**src/rtl/lc4_pkg.sv**
```systemverilog
// rtl/lc4_pkg.sv - shared LC4 opcodes, width defaults, nzp encoding and decode helpers
package lc4_pkg;

  localparam int WORD_SIZE_DEF = 64;
  localparam int IADDR_DEF     = 10;
  localparam int INSN_DEF      = 19;

  localparam logic [2:0] NZP_N = 3'b100;
  localparam logic [2:0] NZP_Z = 3'b010;
  localparam logic [2:0] NZP_P = 3'b001;

  localparam logic [4:0] OP_NOP     = 5'd0;
  localparam logic [4:0] OP_BRZ     = 5'd1;
  localparam logic [4:0] OP_BRZP    = 5'd2;
  localparam logic [4:0] OP_BRNP    = 5'd3;
  localparam logic [4:0] OP_BRNZ    = 5'd4;
  localparam logic [4:0] OP_ADD     = 5'd5;
  localparam logic [4:0] OP_SUB     = 5'd6;
  localparam logic [4:0] OP_MUL     = 5'd7;
  localparam logic [4:0] OP_JSR     = 5'd8;
  localparam logic [4:0] OP_CONST   = 5'd9;
  localparam logic [4:0] OP_HICONST = 5'd10;
  localparam logic [4:0] OP_AND     = 5'd11;
  localparam logic [4:0] OP_OR      = 5'd12;
  localparam logic [4:0] OP_XOR     = 5'd13;
  localparam logic [4:0] OP_NOT     = 5'd14;
  localparam logic [4:0] OP_SLL     = 5'd15;
  localparam logic [4:0] OP_CHK     = 5'd16;
  localparam logic [4:0] OP_STR     = 5'd17;
  localparam logic [4:0] OP_SRL     = 5'd18;
  localparam logic [4:0] OP_SRA     = 5'd19;
  localparam logic [4:0] OP_TCS     = 5'd20;
  localparam logic [4:0] OP_LDR     = 5'd21;

  function automatic logic is_writer(input logic [4:0] op);
    case (op)
      OP_ADD, OP_SUB, OP_MUL, OP_CONST, OP_HICONST,
      OP_AND, OP_OR, OP_XOR, OP_NOT, OP_SLL, OP_CHK,
      OP_SRL, OP_SRA, OP_TCS, OP_LDR: return 1'b1;
      default:                        return 1'b0;
    endcase
  endfunction

  // nzp is the flag state before this instruction; bit order {N,Z,P}
  function automatic logic br_cond(input logic [4:0] op, input logic [2:0] nzp);
    case (op)
      OP_BRZ:  return nzp[1];
      OP_BRZP: return nzp[1] | nzp[0];
      OP_BRNP: return nzp[2] | nzp[0];
      OP_BRNZ: return nzp[2] | nzp[1];
      OP_JSR:  return 1'b1;
      default: return 1'b0;
    endcase
  endfunction

endpackage

```
**src/rtl/lc4_wb_stage_if.sv**
```systemverilog
// rtl/lc4_wb_stage_if.sv - writeback entry handshake bundle with producer/consumer modports
interface lc4_wb_stage_if #(
  parameter int WORD_SIZE = lc4_pkg::WORD_SIZE_DEF,
  parameter int IADDR     = lc4_pkg::IADDR_DEF
);

  logic                 valid;
  logic                 ready;
  logic                 we;
  logic [4:0]           wsel;
  logic [WORD_SIZE-1:0] wdata;
  logic                 br_taken;
  logic [IADDR:0]       br_target;

  modport master (
    output valid, we, wsel, wdata, br_taken, br_target,
    input  ready
  );

  modport slave (
    input  valid, we, wsel, wdata, br_taken, br_target,
    output ready
  );

endinterface

```
**src/rtl/lc4_skid_buf.sv**
```systemverilog
// rtl/lc4_skid_buf.sv - writeback entry buffer; LC4_WB_SKID_EN selects a 2-entry skid
// buffer with registered ready, otherwise a single pass-through register.
module lc4_skid_buf import lc4_pkg::*; #(
  parameter int WORD_SIZE = WORD_SIZE_DEF,
  parameter int IADDR     = IADDR_DEF
) (
  input  logic          clk,
  input  logic          rst_n,
  lc4_wb_stage_if.slave  in_bus,
  lc4_wb_stage_if.master out_bus
);

  localparam int PW = WORD_SIZE + IADDR + 8;

  logic [PW-1:0] in_pl;
  logic [PW-1:0] out_pl;
  logic          out_v;

  assign in_pl = {in_bus.we, in_bus.wsel, in_bus.wdata, in_bus.br_taken, in_bus.br_target};
  assign {out_bus.we, out_bus.wsel, out_bus.wdata, out_bus.br_taken, out_bus.br_target} = out_pl;
  assign out_bus.valid = out_v;

`ifdef LC4_WB_SKID_EN
  logic [PW-1:0] sk_pl;
  logic          sk_v;
  logic          ready_q;
  logic          push;

  assign in_bus.ready = ready_q;
  assign push         = in_bus.valid && ready_q;

  // ready_q always mirrors "skid slot free" for the coming cycle
  always_ff @(posedge clk or negedge rst_n) begin
    if (!rst_n) begin
      out_v   <= 1'b0;
      out_pl  <= '0;
      sk_v    <= 1'b0;
      sk_pl   <= '0;
      ready_q <= 1'b1;
    end else if (!out_v || out_bus.ready) begin
      ready_q <= 1'b1;
      if (sk_v) begin
        out_pl <= sk_pl;
        out_v  <= 1'b1;
        sk_v   <= 1'b0;
      end else begin
        out_v <= push;
        if (push) out_pl <= in_pl;
      end
    end else if (push) begin
      sk_pl   <= in_pl;
      sk_v    <= 1'b1;
      ready_q <= 1'b0;
    end
  end
`else
  assign in_bus.ready = !out_v || out_bus.ready;

  always_ff @(posedge clk or negedge rst_n) begin
    if (!rst_n) begin
      out_v  <= 1'b0;
      out_pl <= '0;
    end else if (in_bus.ready) begin
      out_v <= in_bus.valid;
      if (in_bus.valid) out_pl <= in_pl;
    end
  end
`endif

endmodule

```
**src/rtl/lc4_wb_stage.sv**
```systemverilog
// rtl/lc4_wb_stage.sv - LC4 writeback stage: decode, flags, branch resolve, squash.
// Buffering depth follows LC4_WB_SKID_EN (see lc4_skid_buf).
module lc4_wb_stage import lc4_pkg::*; #(
  parameter int WORD_SIZE = WORD_SIZE_DEF,
  parameter int IADDR     = IADDR_DEF,
  parameter int INSN      = INSN_DEF
) (
  input  logic                 clk,
  input  logic                 rst_n,
  input  logic                 i_valid,
  output logic                 o_ready,
  input  logic [INSN:0]        i_insn,
  input  logic [IADDR:0]       i_pc,
  input  logic [WORD_SIZE-1:0] i_result,
  output logic                 o_valid,
  input  logic                 i_wb_ready,
  output logic                 o_we,
  output logic [4:0]           o_wsel,
  output logic [WORD_SIZE-1:0] o_wdata,
  output logic [2:0]           o_nzp,
  output logic                 o_carry,
  output logic                 o_br_taken,
  output logic [IADDR:0]       o_br_target
);

  lc4_wb_stage_if #(.WORD_SIZE(WORD_SIZE), .IADDR(IADDR)) in_bus ();
  lc4_wb_stage_if #(.WORD_SIZE(WORD_SIZE), .IADDR(IADDR)) out_bus ();

  logic [2:0] nzp_q;
  logic       carry_q;
  logic       squash_q;
  logic [4:0] opcode;
  logic [4:0] rd;
  logic       writer;
  logic       taken;
  logic       accept;
  logic [2:0] res_nzp;
  logic       unused_pc;

  assign unused_pc = ^i_pc;

  assign opcode  = i_insn[INSN -: 5];
  assign rd      = i_insn[INSN-5 -: 5];
  assign writer  = is_writer(opcode);
  assign taken   = br_cond(opcode, nzp_q);
  assign accept  = i_valid && o_ready;
  assign res_nzp = i_result[WORD_SIZE-1] ? NZP_N :
                   (i_result == '0)       ? NZP_Z : NZP_P;

  // a squashed instruction is still consumed, it just never reaches the buffer
  assign in_bus.valid     = i_valid && !squash_q;
  assign in_bus.we        = writer;
  assign in_bus.wsel      = writer ? rd : 5'd0;
  assign in_bus.wdata     = writer ? i_result : '0;
  assign in_bus.br_taken  = taken;
  assign in_bus.br_target = taken ? i_result[IADDR:0] : '0;
  assign o_ready          = in_bus.ready;

  lc4_skid_buf #(.WORD_SIZE(WORD_SIZE), .IADDR(IADDR)) u_buf (
    .clk     (clk),
    .rst_n   (rst_n),
    .in_bus  (in_bus.slave),
    .out_bus (out_bus.master)
  );

  assign out_bus.ready = i_wb_ready;
  assign o_valid       = out_bus.valid;
  assign o_we          = out_bus.we;
  assign o_wsel        = out_bus.wsel;
  assign o_wdata       = out_bus.wdata;
  assign o_br_taken    = out_bus.br_taken;
  assign o_br_target   = out_bus.br_target;
  assign o_nzp         = nzp_q;
  assign o_carry       = carry_q;

  // flags move at accept, so a branch right behind its producer sees the new value
  always_ff @(posedge clk or negedge rst_n) begin
    if (!rst_n) begin
      nzp_q    <= NZP_Z;
      carry_q  <= 1'b0;
      squash_q <= 1'b0;
    end else if (accept) begin
      if (squash_q) begin
        squash_q <= 1'b0;
      end else begin
        if (writer) nzp_q <= res_nzp;
        if (opcode == OP_CHK)      carry_q <= i_result[0];
        else if (opcode == OP_TCS) carry_q <= 1'b0;
        squash_q <= taken;
      end
    end
  end

endmodule

```
**config.mk**
```make
export PLATFORM = sky130hd
export DESIGN_NAME = lc4_wb_stage
export DESIGN_NICKNAME = d
export VERILOG_FILES = /design/src/rtl/lc4_pkg.sv /design/src/rtl/lc4_wb_stage_if.sv /design/src/rtl/lc4_skid_buf.sv /design/src/rtl/lc4_wb_stage.sv
export SDC_FILE = /design/constraint.sdc
export NUM_CORES = 1
export LEC_CHECK = 0
export CORE_ASPECT_RATIO = 0.8
export CORE_MARGIN = 5
export CORE_UTILIZATION = 40
export DETAILED_ROUTE_END_ITERATION = 12
export PLACE_DENSITY = 0.81
export SYNTH_ARGS = -nofsm -noshare
export SYNTH_HDL_FRONTEND = slang
export SYNTH_SLANG_ARGS = --single-unit
```
**constraint.sdc**
```tcl
create_clock -name clk -period 1.9 [get_ports clk]
set_input_delay 0.19 -clock clk [delete_from_list [all_inputs] [get_ports clk]]
set_output_delay 0.19 -clock clk [all_outputs]
set_load 0.005 [all_outputs]
```
## Word-level counts from Yosys, hierarchy flattened

Memory sizes are Yosys's and may differ from the RTL's.
Index checks and enable logic that the tools add are counted.

- Equal/unequal tests: 7
- Reduce and logical (&&, ||, !) cells: 10
- Bitwise operators: 4
- Order comparisons: 0
- Shift operators: 0
- $add $sub $neg: 0
- Multiply operators: 0
- Mux-type cells: 9
- Div/mod/pow operators: 0

Operators with widths:

| operator | count |
|---|---|
| $logic_not A64 Y1 | 1 |
| $mux W64 | 1 |
| $mux W11 | 1 |
| $eq A5 B2 Y1 const B | 2 |
| $eq A5 B5 Y1 const B | 2 |
| $reduce_and A3 Y1 | 2 |
| $eq A5 B1 Y1 const B | 1 |
| $eq A5 B3 Y1 const B | 1 |
| $eq A5 B4 Y1 const B | 1 |
| $mux W5 | 1 |
| $pmux W1 S5 | 1 |
| $mux W1 | 3 |
| $mux W3 | 1 |
| $or A1 B1 Y1 | 3 |
| $logic_and A1 B1 Y1 | 2 |
| $logic_not A1 Y1 | 2 |
| $mux W2 | 1 |
| $reduce_and A2 Y1 | 1 |
| $reduce_bool A2 Y1 | 1 |
| $logic_or A1 B1 Y1 | 1 |
| $not A1 Y1 | 1 |

- Latch bits: 0
- Memory bits (writable): 0
- Memories: 1
- Output and inout port bits: 88
- Flip-flop bits (word level): 88
- Logic and storage cells: 36
- ROM bits: 32

Memories:

| name | words | width | rd ports | clocked after memory_dff | wr ports | RTL line | RTL |
|---|---|---|---|---|---|---|---|
| (no name shown) | 32 | 1 | 1 | 0 | 0 | lc4_pkg.sv:36 | `case (op)` |

## Longest topological paths before layout

- Depth after elaboration: 4
- Gate-level depth with buffers: 6
- Gate-level depth less buffers: 4

## Modules after synthesis

A second synthesis with hierarchy kept.

- Cells, all modules: 327
- Area total of the unflattened synthesis: 4453.0 um^2

By module, submodules not included:

| module | sequential area each (um^2) | instances | area an instance (um^2) | cells each |
|---|---|---|---|---|
| lc4_skid_buf | 2077.0 | 1 | 3422.0 | 176 |
| lc4_wb_stage | 126.4 | 1 | 1031.0 | 151 |

## Least setup slack after synthesis

No wires, ideal clock.

- Path kind: register -> register
- Start: register nzp_q[1] (netlist: o_nzp[1])
- End: register u_buf.out_pl[9]
- Data required time: 1834 ps
- Setup slack: 328 ps
- Library setup time: 66 ps
- Stages on the path, launching flop included: 6
- Arrival: 1506 ps
- Buffers on the path: 1
- Path through: dfstp_2 or2_1 a21oi_1 o41ai_2 clkbuf_1 a32o_2

- Longest elaborated chain between the ends: 3
- Elaborated cells between the ends (all ways): 4

RTL lines:

| element | RTL line | RTL |
|---|---|---|
| start, declared | lc4_wb_stage.sv:29 | `logic [2:0] nzp_q;` |
| start signal, assigned | lc4_wb_stage.sv:86 | `if (writer) nzp_q <= res_nzp;` |
| $or A1 B1 Y1, on equally long branches | lc4_pkg.sv:50, lc4_pkg.sv:48 |  |
| $pmux W1 S5 * | lc4_pkg.sv:46 | `case (op)` |
| $mux W11 * | lc4_wb_stage.sv:56 | `assign in_bus.br_target = taken ? i_result[IADDR:0] : '0;` |
| end signal, assigned | lc4_skid_buf.sv:65 | `if (in_bus.valid) out_pl <= in_pl;` |
| end, declared | lc4_skid_buf.sv:16 | `logic [PW-1:0] out_pl;` |

Every way passes the cells marked *; elsewhere a longest branch is shown, timed or not.
A chain may end at the register's enable or synchronous reset.

## Worst setup path after layout

- Start: input port i_result[0]
- End: register nzp_q[0] (netlist: o_nzp[0])

- Longest elaborated chain between the ends: 3

RTL lines:

| element | RTL line | RTL |
|---|---|---|
| start, declared | lc4_wb_stage.sv:14 | `input logic [WORD_SIZE-1:0] i_result,` |
| $logic_not A64 Y1 | lc4_wb_stage.sv:48 | `(i_result == '0) ? NZP_Z : NZP_P;` |
| $mux W2 | lc4_wb_stage.sv:48 |  |
| $mux W3 | lc4_wb_stage.sv:47 | `assign res_nzp = i_result[WORD_SIZE-1] ? NZP_N :` |

No other way between the ends.

==> metrics.log <==
[metrics] shortest clock period the worst path allows after layout: 1.82 ns
[metrics] H-tree depth: 3
[metrics] top cell family by delay on the critical path: simple AND/OR/NAND/NOR gates
[metrics] Die Ht: 95.8 um
[metrics] number of antenna violations at the first check in global routing: 0
[metrics] crit path kind: input port to flop
[metrics] worst setup skew after layout: roughly 0.005 ns
[metrics] Die X-Extent: 117 um
[metrics] vias in the first global route: 3747
[metrics] number of cells after detailed placement: 686
[metrics] Die Footprint: roughly 11000 sq um
[metrics] fin crit share: 95.7%
[metrics] Clk pin slew, worst setup/hold paths: 0.06 ns
[metrics] Setup Total Neg Slack: 0 ns
[metrics] dominant register cell in the synthesized netlist: sky130_fd_sc_hd__dfrtp_1
[metrics] synthesized-area fraction occupied by and/or/nand/nor cells: between 20% and 30%
[metrics] clock tree from TritonCTS: yes
[metrics] largest net degree at the start of global routing: 49
[metrics] CTS buffer count: 9
[metrics] overall global routing resource usage: a little over a fifth
[metrics] number of nets produced by synthesis: between 400 and 500
[metrics] gr ovfl total: 0
[metrics] power density normalized to cell area: 894 nW/um^2
[metrics] vias per inst: 5.17
[metrics] xor and xnor fraction of the mapped netlist area: 0.238%
[metrics] proportion of netlist area held by the largest area contributor: just under 60%
[metrics] Max Freq: roughly 550 MHz
[metrics] maximum VDD drop: 0.564 mV
[metrics] max-slew violation count: 0
[metrics] post-synthesis instance area: 3680 sq um
[metrics] number of I/O pins: 187
[metrics] RD Place Congestion: 0.839
[metrics] P_leak: 2.58 nW
[metrics] final cell count without fillers: 703
[metrics] detailed-route DRC error count: 0
[metrics] root buffer cell: sky130_fd_sc_hd__clkbuf_16
[metrics] crit-path max FO: 2
[metrics] buffers plus inverters on the worst setup path: 2
[metrics] Hold Crit Class: input port to async pin
[metrics] area of all placed cells without fillers: 6070 sq um
[metrics] count of flip-flops with a built-in enable after synthesis: 0
[metrics] wire length of the first global-routing pass: 18500 um
[metrics] reported max-cap violation count: 0
[metrics] Arr. time, crit path: 2.03 ns
[metrics] compound-gate portion of the synthesized area: 15.5%
[metrics] number of iterations in the first detailed-routing pass: 4
[metrics] asr flop ratio synth: 100%
[metrics] most numerous cell in the Yosys netlist: sky130_fd_sc_hd__nand2_1
[metrics] final wirelength: about 12000 um
[metrics] post-synthesis sequential element count: 88
[metrics] area post-placement: 5730 sq um
[metrics] fraction of layout instances using a drive strength above 1: 12.2%
[metrics] worst-path cell chain: clkdlybuf4s50_1 -> nor4_4 -> buf_4 -> nand4_1 -> or4_1 -> a32o_1
[metrics] number of port buffers: between 150 and 200
[metrics] largest cells by area after synthesis: sky130_fd_sc_hd__dfrtp_1 59%, sky130_fd_sc_hd__nand2_1 15%, sky130_fd_sc_hd__o21ai_0 9.7%, sky130_fd_sc_hd__a32o_1 3.3%, sky130_fd_sc_hd__nor4_1 2.5%
[metrics] cell types with the highest counts after synthesis: 143 x sky130_fd_sc_hd__nand2_1, 87 x sky130_fd_sc_hd__dfrtp_1, 71 x sky130_fd_sc_hd__o21ai_0, 16 x sky130_fd_sc_hd__clkbuf_1, 15 x sky130_fd_sc_hd__nor4_1
[metrics] status: completed
[metrics] starting density of the core: 40.7%
[metrics] placeable core region: 9040 sq um
[metrics] Critical Path Max Stage Delay: 0.46 ns
[metrics] max_slew headroom: just over 60%
[metrics] area added between synthesis and finish: 65.0%
[metrics] RSZ-0062 raised after global routing: no
[metrics] via count of the routed design: 3634
[metrics] worst slew pin tran: 0.573 ns
[metrics] final hold violation count: 0
[metrics] post-synthesis average cell area: 9.42 sq um
[metrics] post-synthesis instance total: 391
[metrics] Antenna Cells: 0
[metrics] clock latency of the later-clocked register in the worst-skew pair: roughly 0.33 ns
[metrics] combinational family with the most area after synthesis: simple AND/OR/NAND/NOR gates
[metrics] net count of the finished layout: 682
[metrics] Final Setup Violations: 0
[metrics] slowest cell on the critical path: sky130_fd_sc_hd__clkdlybuf4s50_1
[metrics] total number of placement rows: 31
[metrics] estimated wirelength of the detail-placed design: 8750 um
[metrics] required time at the worst-slack endpoint: 2.11 ns
[metrics] Synth Warn #: 0
[metrics] share of synthesized cell area in full adder, half adder and majority cells: 0%
[metrics] part of the Yosys area used for sequential elements: 59.8%
[metrics] violation count after the first detailed-routing iteration: ~260
[metrics] proportion of synthesized area in mux cells: 0.306%
[metrics] leading area contributor after synthesis: sky130_fd_sc_hd__dfrtp_1
[metrics] Cell variety after synth: 30
[metrics] maximum number of buffers from clock root to sink: 2
[metrics] Sinks on Clock Net: 88
[metrics] remaining number of nets flagged by the antenna check after routing: 0
[metrics] crit start category: input port
[metrics] Critical Path Sink Type: flop
[metrics] routed wirelength normalized by instance count: 16.6 um
==> metrics by stage <==
| stage | total power, mW | util [%] | setup WS (ns) | hold slack (ns) |
|---|---|---|---|---|
| floorplan | 2.69 | - | 0.328 | -0.106 |
| global placement | 3.63 | 63.4 | -0.325 | 0.211 |
| detailed placement | 3.68 | 63.4 | -0.365 | 0.222 |
| CTS | 5.50 | 67.0 | 0.0498 | 0.410 |
| global route | 5.70 | 67.2 | 0.00303 | 0.430 |
| finish | 5.43 | 67.2 | 0.0818 | 0.387 |
==> path summary, 6_finish.rpt <==
path	startpoint	endpoint	slack, ns	cells after the start
setup / recovery	i_result[0]	o_nzp[0]	0.08	6
hold / removal	rst_n	u_buf.out_pl[6]	0.39	2
setup reg to reg	o_nzp[1]	u_buf.out_pl[5]	0.36	5
hold reg to reg	u_buf.out_pl[45]	u_buf.out_pl[45]	0.48	2
max in group asynchronous	rst_n	u_buf.out_pl[80]	0.93	3
min in group clk	i_insn[13]	u_buf.out_pl[79]	0.43	3
==> per-layer routing <==
metal  vias up  wire length [um]  track usage (%)
met4         0               260             6.49
li1       1728                 -                -
met1      1738              4810             27.0
met3        19               876             4.90
met5         -                 0                0
met2       149              5700             35.1
==> sequential cells by signal, summed over array words and instances (netlist names) <==
name                 flops
o_nzp                    3
u_buf.out_pl            82
o_carry                  1
u_buf.out_bus.valid      1
squash_q                 1
==> cells by family (layout without fill, tap and decap cells) <==
kind of cell,after synthesis,count (layout)
buffers and inverters,29,226
AND/OR/NAND/NOR,178,178
multiplexers,1,1
flip-flops,88,88
AO/OA/AOI/OAI,94,94
XOR/XNOR,1,1
==> final cells by class <==
class	instances	area, sq um
inverters	2	7.51
flip-flops and latches	88	2200
multi-input cells	274	1400
repair buffers	208	2010
fillers	724	2960
well taps	115	144
clock inverters	4	52.6
clock buffers	12	256
==> power by group <==
| part | internal (mW) | switching [mW] |
|---|---|---|
| sequential | 2.13 | 0.147 |
| clock | 1.09 | 0.700 |
| combinational | 0.785 | 0.575 |
| total | 4.01 | 1.42 |
==> worst reg2reg max path, cell delays in order (launching register included) <==
cell and delay [ns]:
sky130_fd_sc_hd__dfstp_2 0.57, sky130_fd_sc_hd__or2_1 0.11, sky130_fd_sc_hd__a21oi_1 0.07, sky130_fd_sc_hd__o41ai_2 0.35, sky130_fd_sc_hd__buf_12 0.20, sky130_fd_sc_hd__a32o_1 0.18
==> layout by cell type, fill, tap and decap left out, drive strengths merged, types with 4 or more instances in the layout <==
cell	instances
a32o	13
nand4	5
nor2	4
o21ai	71
nand2	143
buf	43
clkbuf	12
dfrtp	87
clkdlybuf4s50	164
nor4	17
==> what timing repair did <==
item	CTS	global route
buffers inserted	0	0
gates resized for setup	2	2
hold buffers	1	0
endpoints found under the setup margin	1	1
hold endpoints to repair	38	0
(Power assumes the default switching activity.)
